<file path="src/rtl/uart_tx_arbiter.sv">
// uart_tx_arbiter: shares one UART TX serializer among N byte-stream requesters,
// round-robin at packet granularity, driving the serializer with a level start/busy handshake.
module uart_tx_arbiter #(
    parameter int unsigned N            = 4,
    parameter int unsigned IDW          = 2,
    parameter int unsigned LOCK_TIMEOUT = 1024
) (
    input  logic           clk,
    input  logic           rst,
    input  logic [N-1:0]   req_valid,
    input  logic [8*N-1:0] req_data,
    input  logic [N-1:0]   req_last,
    output logic [N-1:0]   req_ready,
    output logic [7:0]     tx_data,
    output logic           tx_start,
    input  logic           tx_busy,
    output logic [IDW-1:0] grant_id,
    output logic           locked,
    output logic           lock_timeout
);

    localparam int unsigned    CW       = (LOCK_TIMEOUT > 1) ? $clog2(LOCK_TIMEOUT) : 1;
    localparam logic [CW-1:0]  TMO_LAST = CW'(LOCK_TIMEOUT - 1);
    localparam logic [IDW-1:0] PTR_RST  = IDW'(N - 1);

    typedef enum logic [1:0] {
        IDLE,
        WAIT_BUSY,
        WAIT_DONE
    } state_t;

    state_t         state_q, state_d;
    logic [7:0]     tx_data_q, tx_data_d;
    logic           tx_start_q, tx_start_d;
    logic [IDW-1:0] grant_id_q, grant_id_d;
    logic           locked_q, locked_d;
    logic           last_q, last_d;
    logic [IDW-1:0] ptr_q, ptr_d;
    logic [CW-1:0]  cnt_q, cnt_d;
    logic           tmo_q, tmo_d;

    logic           owner_vld;
    logic           hi_vld, lo_vld;
    logic [IDW-1:0] hi_id, lo_id;
    logic           cand_vld;
    logic [IDW-1:0] cand_id;
    logic [7:0]     cand_data;
    logic           cand_last;
    logic           xfer;

    // Round-robin scan: first valid index above ptr_q, otherwise first at or below it.
    always_comb begin
        owner_vld = 1'b0;
        hi_vld    = 1'b0;
        hi_id     = '0;
        lo_vld    = 1'b0;
        lo_id     = '0;
        for (int unsigned i = 0; i < N; i++) begin
            if (grant_id_q == IDW'(i)) begin
                owner_vld = req_valid[i];
            end
            if (!hi_vld && req_valid[i] && (IDW'(i) > ptr_q)) begin
                hi_vld = 1'b1;
                hi_id  = IDW'(i);
            end
            if (!lo_vld && req_valid[i] && (IDW'(i) <= ptr_q)) begin
                lo_vld = 1'b1;
                lo_id  = IDW'(i);
            end
        end
    end

    always_comb begin
        cand_vld = 1'b0;
        cand_id  = '0;
        if (locked_q) begin
            cand_vld = owner_vld;
            cand_id  = grant_id_q;
        end else if (hi_vld) begin
            cand_vld = 1'b1;
            cand_id  = hi_id;
        end else if (lo_vld) begin
            cand_vld = 1'b1;
            cand_id  = lo_id;
        end
    end

    assign xfer = (state_q == IDLE) && !tx_busy && cand_vld;

    always_comb begin
        req_ready = '0;
        cand_data = '0;
        cand_last = 1'b0;
        for (int unsigned i = 0; i < N; i++) begin
            if (cand_id == IDW'(i)) begin
                req_ready[i] = xfer;
                cand_data    = req_data[8*i +: 8];
                cand_last    = req_last[i];
            end
        end
    end

    always_comb begin
        state_d    = state_q;
        tx_data_d  = tx_data_q;
        tx_start_d = tx_start_q;
        grant_id_d = grant_id_q;
        locked_d   = locked_q;
        last_d     = last_q;
        ptr_d      = ptr_q;
        cnt_d      = cnt_q;
        tmo_d      = 1'b0;
        case (state_q)
            IDLE: begin
                if (xfer) begin
                    tx_data_d  = cand_data;
                    grant_id_d = cand_id;
                    last_d     = cand_last;
                    locked_d   = 1'b1;
                    tx_start_d = 1'b1;
                    cnt_d      = '0;
                    state_d    = WAIT_BUSY;
                end else if (!locked_q) begin
                    cnt_d = '0;
                end else if (!owner_vld) begin
                    // An owner that goes quiet mid-packet loses the lock after the timeout.
                    if (cnt_q == TMO_LAST) begin
                        locked_d = 1'b0;
                        ptr_d    = grant_id_q;
                        tmo_d    = 1'b1;
                        cnt_d    = '0;
                    end else begin
                        cnt_d = cnt_q + 1'b1;
                    end
                end
            end
            WAIT_BUSY: begin
                if (tx_busy) begin
                    tx_start_d = 1'b0;
                    state_d    = WAIT_DONE;
                end
            end
            WAIT_DONE: begin
                if (!tx_busy) begin
                    state_d = IDLE;
                    if (last_q) begin
                        locked_d = 1'b0;
                        ptr_d    = grant_id_q;
                    end
                end
            end
            default: begin
                state_d = IDLE;
            end
        endcase
    end

    always_ff @(posedge clk or posedge rst) begin
        if (rst) begin
            state_q    <= IDLE;
            tx_data_q  <= '0;
            tx_start_q <= 1'b0;
            grant_id_q <= '0;
            locked_q   <= 1'b0;
            last_q     <= 1'b0;
            ptr_q      <= PTR_RST;
            cnt_q      <= '0;
            tmo_q      <= 1'b0;
        end else begin
            state_q    <= state_d;
            tx_data_q  <= tx_data_d;
            tx_start_q <= tx_start_d;
            grant_id_q <= grant_id_d;
            locked_q   <= locked_d;
            last_q     <= last_d;
            ptr_q      <= ptr_d;
            cnt_q      <= cnt_d;
            tmo_q      <= tmo_d;
        end
    end

    assign tx_data      = tx_data_q;
    assign tx_start     = tx_start_q;
    assign grant_id     = grant_id_q;
    assign locked       = locked_q;
    assign lock_timeout = tmo_q;

endmodule

</file>
<file path="config.mk">
export PLATFORM = sky130hd
export DESIGN_NAME = uart_tx_arbiter
export DESIGN_NICKNAME = d
export VERILOG_FILES = /design/src/rtl/uart_tx_arbiter.sv
export SDC_FILE = /design/constraint.sdc
export NUM_CORES = 1
export LEC_CHECK = 0
export ABC_AREA = 1
export CAP_MARGIN = 40
export CORE_MARGIN = 3
export CORE_UTILIZATION = 51
export DETAILED_ROUTE_END_ITERATION = 12
export PLACE_DENSITY_LB_ADDON = 0.15
export SETUP_SLACK_MARGIN = 0.02
export SLEW_MARGIN = 40
export SYNTH_ARGS = -nofsm -noshare
export SYNTH_HDL_FRONTEND = slang
export SYNTH_SLANG_ARGS = --single-unit
</file>
<file path="constraint.sdc">
create_clock -name clk -period 3.2 [get_ports clk]
set_input_delay 0.96 -clock clk [delete_from_list [all_inputs] [get_ports clk]]
set_output_delay 0.96 -clock clk [all_outputs]
set_load 0.02 [all_outputs]
</file>
==> reports/qor.yml, run 1 <==
global_routing:
  grt_pass1_wl_mm: 8.583
  grt_max_degree: 29
  grt_usage_pct: 23.47
  antenna_found_initial: 0
  grt_pass1_vias: 2021
  overflow: 0
setup_path:
  crit_family: "simple AND/OR/NAND/NOR gates"
  cp.required_ns: 2.24
  crit_buf_inv: 3
  max_stage_delay_ns: 0.24
  critPathMaxFanout: 5
  worstPathArrival_ns: 2.17
  cpMaxStageDelayCell: "clkdlybuf4s15_1"
  start_kind: "input pin"
  cp_cell_sequence: "clkdlybuf4s15_1, nand3_1, o21ai_0, nand2_1, nand3_4, inv_2, nor3_2, buf_4"
  crit_type: "in2out"
  end_kind: "primary output"
sta:
  fmax_ghz: 0.3191
  setup_viol: 0
  finalHoldViolCount: 0
  drv_slew: 0
  worstMarginPinSlew_ns: 0.3437
  fin_crit_ns: 3.134
  whs_ns: 0.4865
  fin_skew_ns: 0.01242
  relSlewSlack_pct: 77.09
  rsz0062_at_grt: "yes"
  fin_crit_sh_pct: 97.94
  worst_slack_ns: 0.06584
job:
  maxCapViolCount: 0
power_and_ir_drop:
  powerDensity_mw_per_mm2: 857.9
  p_leak_nw: 1.339
  ir_worst_vdd_mv: 0.4923
yosys:
  syn_nets: 342
  ys_seq_area_share_pct: 34.80
  ys_types: 33
  yosysWarnings: 0
  synth_enable_flop_cells: 0
  avgSynthCellArea_sq_um: 6.781
  syn-instance-count: 298
  async_flop_share_pct: 100.0
  ys_ff_latch: 28
  syn_area_sq_mm: 0.002021
  ys_dominant_reg_cell: "dfrtp_1"
clocking:
  clkSlewWorstSetupHoldPaths_ns: 0.08
  clkSinkCount: 28
  htreeDepth: 1
  clock_path_buffers: 2
  cts-root-buf: "clkbuf_8"
  cts_buffers: 3
  hold_buffers: 0
  cts_tree: "yes"
  clock_latency_ns: 0.28
route:
  drc_errors: 0
  drtIter0Drc: 119
  wl_per_cell_um: 12.24
  drtAntennaViolNets: 0
  via_per_inst: 5.148
  firstDrtPassIters: 4
  vias: 2121
  wl_mm: 5.041
final_layout:
  nNetsFinal: 409
  mostFrequentLayoutCells: "104 x nand2_1, 51 x clkdlybuf4s50_1, 36 x nand3_1, 29 x inv_1, 26 x dfrtp_1"
  syn_to_final_growth_pct: 36.84
  drive_gt1_share_pct: 13.19
  final_common_cell: "nand2_1"
  diodes: 0
place:
  gp_congestion: 0.8446
  hpwl_mm: 3.893
  numPortBuffers: 59
  post-place-ws_ns: -0.6668
floorplanning:
  start_util_pct: 53.98
  die_h_um: 68.95
  fp.coreArea_sq_mm: 0.003744
  dieArea_sq_mm: 0.004753
  chipWidth_um: 68.95
  ioPinCount: 60
  row_count: 22
status:
  status: "complete, no violations"
hold_path:
  hp-class: "reg2reg"
## worst paths after layout
kind / from / to / slack (ns) / cells past startpoint
max: req_valid[3] / req_ready[1] / 0.07 / 8
max in group asynchronous: rst / ptr_q[1] / 1.88 / 3
max reg2reg: ptr_q[1] / tx_data[6] / 1.15 / 13
min reg2reg: tx_data[1] / tx_data[1] / 0.49 / 2
min: tx_data[1] / tx_data[1] / 0.49 / 2
min in group asynchronous: rst / cnt_q[8] / 1.02 / 3
## routing by layer
metal  wire length, um  share of wire [%]  GRT usage, %  vias to the layer above
met5                 0                  0             0                        -
met4                59                1.2         5.109                        0
met3               422                8.4         8.104                        9
met2              2400                 48         42.38                       79
met1              2159                 43         26.47                      947
li1                  -                  -             -                     1086
## final cells by class
class,count,area [sq um]
multi-input combinational,223,1110
fill,336,978.4
timing repair buffer,73,683.2
clock inverter,1,30.03
clock buffer,3,41.29
tap,48,60.06
inverter,36,137.6
sequential,28,703.2
## kinds of logic after synthesis
family | synth area share [%]
compound gates | 7.987
xor+xnor | 0.4335
fa+ha+maj | 0.6191
buf+inv | 11.15
flops | 34.80
simple gates | 45.02
## worst register-to-register path, delay by kind of cell, from the launching register on
kind | cells | cell delay (ns)
and+or+nand+nor | 10 | 0.89
buffers and inverters | 3 | 0.46
DFF | 1 | 0.61
## state kept, by name, summed over array words and instances, names as in the netlist
register,count
cnt_q,10
tx_data,8
grant_id,2
ptr_q,2
state_q,2
last_q,1
lock_timeout,1
locked,1
tx_start,1
## synthesized netlist by cell type, drive strengths merged, types with 2 or more instances
| master | count | share of area, % |
|---|---|---|
| clkinv | 2 | 0.37 |
| buf | 10 | 4.1 |
| nor3b | 2 | 0.74 |
| nor2 | 20 | 6.2 |
| dfrtp | 26 | 32 |
| nand2 | 108 | 20 |
| nor3 | 10 | 3.2 |
| a21oi | 5 | 1.2 |
| o21ai | 21 | 5.2 |
| nand4 | 3 | 0.93 |
| inv | 34 | 6.4 |
| nand3 | 37 | 9.4 |
| dfstp | 2 | 2.6 |
| nand3b | 10 | 3.7 |
## power by group
group	switching [W]	internal, W	total, W
combinational	0.000905	0.000603	0.00151
clock	0.000109	0.000168	0.000277
sequential	0.000108	0.000479	0.000587
total	0.00112	0.00125	0.00237
## what timing repair did
item                       4_1_cts  5_1_grt
setup endpoints to repair        4        4
buffers inserted                 1        0
cloned                           0        0
pin swaps                        5        0
resized for setup               28        4
## per-stage QoR
| stage | TNS (ns) | instances | cell area, sq um | util [%] | power (W) |
|---|---|---|---|---|---|
| finish | 0 | 412 | 2765 | 73.86 | 0.002372 |
| global route | 0 | 412 | 2765 | 73.86 | 0.002587 |
| CTS | 0 | 412 | 2758 | 73.66 | 0.002376 |
| detailed placement | -2.490 | 407 | 2681 | 71.62 | 0.002071 |
| global placement | -2.284 | 407 | 2681 | 71.62 | 0.002044 |
| floorplan | 0 | 298 | 2021 | - | 0.001623 |
Power figures use the tool's default switching activity.
==> inputs of run 2 (changes only) <==
--- a/config.mk
+++ b/config.mk
@@ -10,6 +10,7 @@
 export CORE_MARGIN = 3
 export CORE_UTILIZATION = 51
 export DETAILED_ROUTE_END_ITERATION = 12
+export GPL_TIMING_DRIVEN = 1
 export PLACE_DENSITY_LB_ADDON = 0.15
 export SETUP_SLACK_MARGIN = 0.02
 export SLEW_MARGIN = 40
==> results of run 2 <==
No change in the layout: final DEF, timing and power equal those of run 1.
